File: src/rtl/tick_speed_decoder.sv
// Tick-period speed decoder: measures the spacing of tick rising edges, classifies it
// against four nominal periods and locks after LOCK_COUNT agreeing periods.
// Optional macro TICK_SPEED_DECODER_STATS_EN adds a saturating err_count output.
//
// state   | meaning
// IDLE    | no reference event yet (after reset or timeout)
// MEASURE | reference event seen, collecting matching periods
// LOCKED  | speed/valid trustworthy
module tick_speed_decoder #(
  parameter int TOL        = 16,
  parameter int LOCK_COUNT = 2
) (
  input  logic        Clock,
  input  logic        Reset,
  input  logic        tick,
  output logic [1:0]  speed,
  output logic        valid,
  output logic        err,
  output logic [15:0] period
`ifdef TICK_SPEED_DECODER_STATS_EN
  ,
  output logic [7:0]  err_count
`endif
);

  localparam logic [1:0]  IDLE    = 2'd0;
  localparam logic [1:0]  MEASURE = 2'd1;
  localparam logic [1:0]  LOCKED  = 2'd2;
  localparam logic [15:0] TIMEOUT_CYC = 16'(30000 + TOL + 1);
  localparam logic [2:0]  LOCK_N      = 3'(LOCK_COUNT);

  logic [1:0]  state_q, state_d;
  logic [15:0] counter_q, counter_d;
  logic        tick_q;
  logic [1:0]  cand_q, cand_d;
  logic [2:0]  match_cnt_q, match_cnt_d;
  logic [1:0]  speed_d;
  logic        valid_d, err_d;
  logic [15:0] period_d;
  logic [2:0]  cnt_next;
  logic        ev;
  logic        matched;
  logic [1:0]  code;

  assign ev = tick & ~tick_q;

  function automatic logic in_window(input logic [15:0] p, input int nominal);
    int pv;
    pv = int'(p);
    return (pv >= nominal - TOL) && (pv <= nominal + TOL);
  endfunction

  // Lowest code wins if windows ever overlap (only possible with a very large TOL).
  always_comb begin
    matched = 1'b0;
    code    = 2'b00;
    for (int i = 3; i >= 0; i--) begin
      if (in_window(counter_q, 30000 - 5000 * i)) begin
        matched = 1'b1;
        code    = 2'(i);
      end
    end
  end

  always_comb begin
    state_d     = state_q;
    counter_d   = counter_q;
    cand_d      = cand_q;
    match_cnt_d = match_cnt_q;
    speed_d     = speed;
    valid_d     = valid;
    err_d       = 1'b0;
    period_d    = period;
    cnt_next    = 3'd0;

    case (state_q)
      IDLE: begin
        if (ev) begin
          state_d   = MEASURE;
          counter_d = 16'd1;
        end
      end
      MEASURE, LOCKED: begin
        if (ev) begin
          counter_d = 16'd1;
          period_d  = counter_q;
          if (!matched) begin
            err_d       = 1'b1;
            valid_d     = 1'b0;
            match_cnt_d = 3'd0;
            state_d     = MEASURE;
          end else if (state_q == LOCKED) begin
            if (code != cand_q) begin
              valid_d     = 1'b0;
              state_d     = MEASURE;
              cand_d      = code;
              match_cnt_d = 3'd1;
            end
          end else begin
            cnt_next    = (code == cand_q) ? match_cnt_q + 3'd1 : 3'd1;
            cand_d      = code;
            match_cnt_d = cnt_next;
            if (cnt_next >= LOCK_N) begin
              state_d = LOCKED;
              speed_d = code;
              valid_d = 1'b1;
            end
          end
        end else if (counter_q == TIMEOUT_CYC) begin
          err_d       = 1'b1;
          valid_d     = 1'b0;
          match_cnt_d = 3'd0;
          counter_d   = 16'd0;
          state_d     = IDLE;
        end else if (counter_q != 16'hFFFF) begin
          counter_d = counter_q + 16'd1;
        end
      end
      default: begin
        state_d = IDLE;
      end
    endcase
  end

  always_ff @(posedge Clock) begin
    if (Reset) begin
      state_q     <= IDLE;
      counter_q   <= 16'd0;
      tick_q      <= 1'b0;
      cand_q      <= 2'b00;
      match_cnt_q <= 3'd0;
      speed       <= 2'b00;
      valid       <= 1'b0;
      err         <= 1'b0;
      period      <= 16'd0;
    end else begin
      state_q     <= state_d;
      counter_q   <= counter_d;
      tick_q      <= tick;
      cand_q      <= cand_d;
      match_cnt_q <= match_cnt_d;
      speed       <= speed_d;
      valid       <= valid_d;
      err         <= err_d;
      period      <= period_d;
    end
  end

`ifdef TICK_SPEED_DECODER_STATS_EN
  always_ff @(posedge Clock) begin
    if (Reset) begin
      err_count <= 8'd0;
    end else if (err_d && err_count != 8'hFF) begin
      err_count <= err_count + 8'd1;
    end
  end
`endif

endmodule

File: config.mk
export PLATFORM = sky130hd
export DESIGN_NAME = tick_speed_decoder
export DESIGN_NICKNAME = d
export VERILOG_FILES = /design/src/rtl/tick_speed_decoder.sv
export SDC_FILE = /design/constraint.sdc
export NUM_CORES = 1
export LEC_CHECK = 0
export CORE_MARGIN = 2
export CORE_UTILIZATION = 60
export CTS_CLUSTER_DIAMETER = 120
export DETAILED_ROUTE_END_ITERATION = 12
export DONT_BUFFER_PORTS = 1
export PLACE_DENSITY_LB_ADDON = 0.15
export SYNTH_ARGS = -nofsm -noshare
export SYNTH_HDL_FRONTEND = slang
export SYNTH_SLANG_ARGS = --single-unit
File: constraint.sdc
create_clock -name Clock -period 3 [get_ports Clock]
set_input_delay 0.6 -clock Clock [delete_from_list [all_inputs] [get_ports Clock]]
set_output_delay 0.6 -clock Clock [all_outputs]
set_load 0.02 [all_outputs]
After elaboration in Yosys (flattened, before gate mapping)
Index checks and enable logic that the tools add are counted.

storage, ports and cells
  bits in registers = 44
  input bits = 3
  output and inout bits = 20
  logic and storage cells = 92

operators by class
  $add $sub $neg = 2
  magnitude comparators = 9
  equal/unequal tests = 14
  mux-type cells = 38
  bitwise operators = 4
  reductions and logical operators = 16

operator list
  kind                                                                 count
  two-way mux 16 bit                                                   4
  greater-or-equal comparator 16 x 15 -> 1 bit, second input constant  3
  <= comparator 16 x 15 -> 1 bit, second input constant                3
  case mux 16 bit (2 select lines)                                     1
  two-way mux 2 bit                                                    13
  two-way mux 3 bit                                                    6
  adder 16 x 1 -> 16 bit, second input constant                        1
  == test 16 x 15 -> 1 bit, second input constant                      1
  greater-or-equal comparator 16 x 14 -> 1 bit, second input constant  1
  <= comparator 16 x 14 -> 1 bit, second input constant                1
  != test 16 bit, second input constant                                1
  two-way mux 1 bit                                                    13
  AND reduction 4 bit                                                  3
  != test 5 bit, second input constant                                 2
  AND reduction 3 bit                                                  2
  AND reduction 5 bit                                                  1
  logical AND 1 bit                                                    4
  != test 4 x 2 -> 1 bit, second input constant                        1
  != test 4 x 3 -> 1 bit, second input constant                        1
  != test 4 bit, second input constant                                 1
  case mux 2 bit (2 select lines)                                      1
  nonzero test 2 bit                                                   2
  OR reduction 2 bit                                                   2
  adder 3 x 1 -> 3 bit, second input constant                          1
  other kinds (12)                                                     14

Depth between registers and ports, before layout
Gate-level depths: netlist (run 1).

  depth after elaboration = 14
  gate-level depth with buffers = 10
  mapped depth without buffers = 9

Worst setup path after synthesis (run 1)
OpenSTA, ideal clock, no wires.

  path type = register -> register
  start = register counter_q[11]
  end = register speed[0]
  library setup time = 0.128 ns
  arrival = 2.304 ns
  data required time = 2.872 ns
  setup slack = 0.568 ns
  stages on the path, launching flop included = 10
  buffers on the path = 1
  clock period less this slack = 2.432 ns
  cell sequence = dfxtp_1 -> buf_6 -> or4_1 -> a311oi_2 -> o2111ai_2 -> o32ai_4 -> a21oi_4 -> nor3_4 -> mux2i_1 -> nor2_1

between the ends
  word-level cells in the longest chain between the ends = 10
  elaborated cells between the ends (all ways) = 24
  those cells by class = 9 x order compare; 1 x eq/ne; 9 x mux; 5 x reduce/logical

ends and longest elaborated chain
  item                                                                                                   line  RTL
  from (decl)                                                                                            33    logic [15:0] counter_q, counter_d;
  from (signal assigned)                                                                                 138   counter_q <= counter_d;
  greater-or-equal comparator 16 x 14 -> 1 bit / <= comparator 16 x 14 -> 1 bit (equally long branches)  50    return (pv >= nominal - TOL) && (pv <= nominal + TOL);
  logical AND 1 bit                                                                                      50
  two-way mux 2 bit (4 in series)                                                                        58    if (in_window(counter_q, 30000 - 5000 * i)) begin
  == test 2 bit                                                                                          100   cnt_next = (code == cand_q) ? match_cnt_q + 3'd1 : 3'd1;
  two-way mux 3 bit                                                                                      100
  greater-or-equal comparator 3 x 2 -> 1 bit                                                             103   if (cnt_next >= LOCK_N) begin
  AND reduction 5 bit (no source line)                                                                   n/a
  to (signal assigned)                                                                                   142   speed <= speed_d;
  to (decl)                                                                                              16    output logic [1:0] speed,

Several ways; a longest one is shown, not always the timed one.
A chain may end at the register's enable or synchronous reset.

Worst setup path after layout (run 1)
  start = register counter_q[14]
  end = register match_cnt_q[2]

between the ends
  word-level cells in the longest chain between the ends = 11
  elaborated cells between the ends (all ways) = 30
  those cells by class = 8 x order compare; 4 x eq/ne; 12 x mux; 6 x reduce/logical

ends and longest elaborated chain
  item                                                                                                   line  RTL
  greater-or-equal comparator 16 x 14 -> 1 bit / <= comparator 16 x 14 -> 1 bit (equally long branches)  50
  logical AND 1 bit                                                                                      50
  two-way mux 2 bit (4 in series)                                                                        58
  == test 2 bit                                                                                          100
  two-way mux 3 bit                                                                                      100
  two-way mux 3 bit                                                                                      92    end else if (state_q == LOCKED) begin
  two-way mux 3 bit                                                                                      87    if (!matched) begin
  two-way mux 3 bit                                                                                      84    if (ev) begin
  to (signal assigned)                                                                                   141   match_cnt_q <= match_cnt_d;
  to (decl)                                                                                              36    logic [2:0] match_cnt_q, match_cnt_d;

Several ways; a longest one is shown, not always the timed one.

==> results.ini, run 1 <==
[clocking]
clk_path_buf_depth = 2
cts_sinks = 44
numCtsBuffers = 5
h-tree-depth = 2
cts_tree = yes
cts_root_buffer = clkbuf_8
cts_hold_buffers = 0
cts_resized = 0
clk_latency_ps = 300
cts_setup_buffers = 0
path_clk_slew_ps = 80

[global_route]
antenna_found_initial = 0
grt_usage_pct = 25.18
grt_pass1_wl_mm = 8.783
grt_pass1_vias = 1889
grt-ovfl-total = 0
grt_max_degree = 33

[floorplan]
core_area_um2 = 4000
die_w_um = 68.63
dieHeight_um = 68.63
dieArea_um2 = 4710
rows = 23
pin_count = 23
start_util_pct = 62.65

[yosys]
synth_cell_types = 59
synth_ff_type = dfxtp_1
syn_area_per_cell_um2 = 7.956
syn-cell-area_um2 = 2506
synth_enable_flop_cells = 0
syn_inst = 315
ys_ff_latch = 44
ys_seq_area_share_pct = 35.15
synth_fp_nets = 325
synthArstFlopShare_pct = 0
ys_warn_count = 0

[worst_hold_path]
holdPathEnd = period[3]$_SDFFE_PP0P_
holdPathStages = 1
hold_path.class = in -> reg
worstHoldStart = Reset

[detailed_routing]
vias = 2125
drc = 0
drtPass1Iterations = 4
via_per_inst = 5.886
dr_wl_met2_mm = 2.282
postRouteAntennaNets = 0
wire_per_inst_um = 14.66
drt-total-wl_mm = 5.294
wl_met1_mm = 2.570
highest_layer = met4
wl_met3_um = 351
drt-initial-drc-count = 175

[worst_setup_path]
crit_arrival_ps = 2940
worstSetupPathType = reg -> reg
r2r_start = counter_q[14]$_SDFFE_PP0P_
rrSetupSlack_ps = 300
end_kind = flip-flop
startpoint_type = flip-flop
timing.rr.end = match_cnt_q[2]$_SDFFE_PP0P_
r2r_cells = 8
cp_max_fo = 11
cp.required_ps = 3240

[timing]
rsz0062_at_grt = no
setup_tns_ps = 0
slew_headroom_pct = 58.79
drv_slew = 0
worst_pin_slew_ps = 614.0
fmax_mhz = 370.8
fin_worst_skew_ps = 8.702
hold_slack_ps = 365.8
hold_viol_final = 0
min_period_ps = 2697
setup_viol = 0
post-route-period-util_pct = 89.90

[power_and_ir_drop]
p_leak_nw = 0.9482
irDropWorstVdd_mv = 0.2037
p_sw_share_pct = 22.05
cell_internal_pwr_w = 0.0008552
p_clk_share_pct = 39.1
power_density_nw_per_um2 = 411.9
seq_power_share_pct = 54.3
comb_power_share_pct = 6.5
p_sw_w = 0.0002419
design_power_total_w = 0.001097

[cells_and_area]
syn2layout_area_growth_pct = 6.290
finalNetCount = 322
n_fill_cell = 367
multi_input_area_um2 = 1494
layout-drive-gt1-share_pct = 10.29
final_core_util_pct = 66.59
diodes = 0
register_area_um2 = 880.8

[status]
status = complete, no violations

[flow_run]
drv_cap = 0

[placement]
place_hpwl_mm = 3.887
globalplace.congestion = 0.9014
io_buffers = 0

-- flip-flops by register name (all words and copies together) (netlist names) --
name         flops
counter_q       16
period          16
match_cnt_q      3
cand_q           2
speed            2
state_q          2
err              1
tick_q           1
valid            1
-- layer usage --
metal	vias to the layer above	GRT usage, %
met5	-	0
met1	981	36.18
met3	8	5.519
met2	51	37.02
met4	0	8.500
li1	1085	-
-- power groups by stage --
stage / clock network [W] / registers, W / logic, W
after floorplan: 0 / 0.000610 / 0.0000551
final: 0.000429 / 0.000596 / 0.0000716
after global placement: 0 / 0.000609 / 0.0000712
after global routing: 0.000455 / 0.000597 / 0.0000825
after CTS: 0.000435 / 0.000596 / 0.0000716
after detailed placement: 0 / 0.000610 / 0.0000714
-- kinds of logic (layout without fill, tap and decap cells) --
| group | Yosys count | count (layout) | synth area share [%] |
|---|---|---|---|
| adders and majority gates | 7 | 7 | 3.495 |
| buffers and inverters | 32 | 28 | 5.242 |
| and+or+nand+nor | 150 | 150 | 31.00 |
| xor gates and xnor gates | 14 | 14 | 4.893 |
| muxes | 3 | 3 | 1.198 |
| AOI/OAI and AO/OA | 65 | 65 | 19.02 |
| DFF | 44 | 44 | 35.15 |
-- synth_stat cells (5+ instances only) --
library cell  instances  area, µm²
nor3_1                5      25.02
clkbuf_1             16      60.06
a21oi_1              28      140.1
nor2_1               36      135.1
nand2b_1              5      31.28
nand3_1              15      75.07
ha_1                  7      87.58
inv_1                10      37.54
nand2_1              49      183.9
dfxtp_1              44      880.8
o21ai_0               5      25.02
xor2_1               11      96.34
-- critical path: stages, from the launching register on --
cell       delay [ps]
dfxtp_1           580
or4bb_1           550
or2_1             270
or3_1             340
o2111ai_1         160
and2_1            310
nand3b_1          130
nor3_2            150
a31o_1            160
-- area by class of cell --
type / count / share of cell area, %
multi-input cells: 239 / 56.08
inverters: 10 / 1.409
repair buffers: 12 / 3.382
clock buffers: 5 / 2.583
clock inverters: 1 / 1.127
well taps: 50 / 2.349
flip-flops and latches: 44 / 33.07
-- worst max path at each step --
stage / cells past startpoint / end / start
finish: 8 / match_cnt_q[2]$_SDFFE_PP0P_ / counter_q[14]$_SDFFE_PP0P_
global placement: 8 / state_q[0]$_SDFFE_PP0P_ / counter_q[14]$_SDFFE_PP0P_
CTS: 8 / match_cnt_q[2]$_SDFFE_PP0P_ / counter_q[14]$_SDFFE_PP0P_
floorplan: 9 / speed[0]$_SDFFE_PP0P_ / counter_q[11]$_SDFFE_PP0P_
global route: 8 / match_cnt_q[1]$_SDFFE_PP0P_ / counter_q[14]$_SDFFE_PP0P_
detailed placement: 8 / state_q[0]$_SDFFE_PP0P_ / counter_q[14]$_SDFFE_PP0P_
-- per-stage QoR --
| step | setup WS (ps) | cells | cell area, µm² |
|---|---|---|---|
| floorplan | 568.4 | 315 | 2506 |
| global placement | 418.0 | 355 | 2565 |
| detailed placement | 351.9 | 355 | 2565 |
| CTS | 325.3 | 361 | 2664 |
| global route | 73.84 | 361 | 2664 |
| finish | 302.9 | 361 | 2664 |
-- placed cells by master (no fill, tap or decap), types with 7 or more instances in the layout --
| cell | count |
|---|---|
| buf_4 | 12 |
| nand3_1 | 15 |
| ha_1 | 7 |
| inv_1 | 10 |
| nand2_1 | 49 |
| nor2_1 | 36 |
| a21oi_1 | 28 |
| dfxtp_1 | 44 |
| xor2_1 | 11 |
Power figures use the tool's default switching activity.
==> run 2, diff against run 1 <==
SKIP_CTS_REPAIR_TIMING = 1   (was default)
SKIP_LAST_GASP = 1   (was default)
==> results of run 2 <==
Final layout, timing and power as in run 1 (identical DEF).
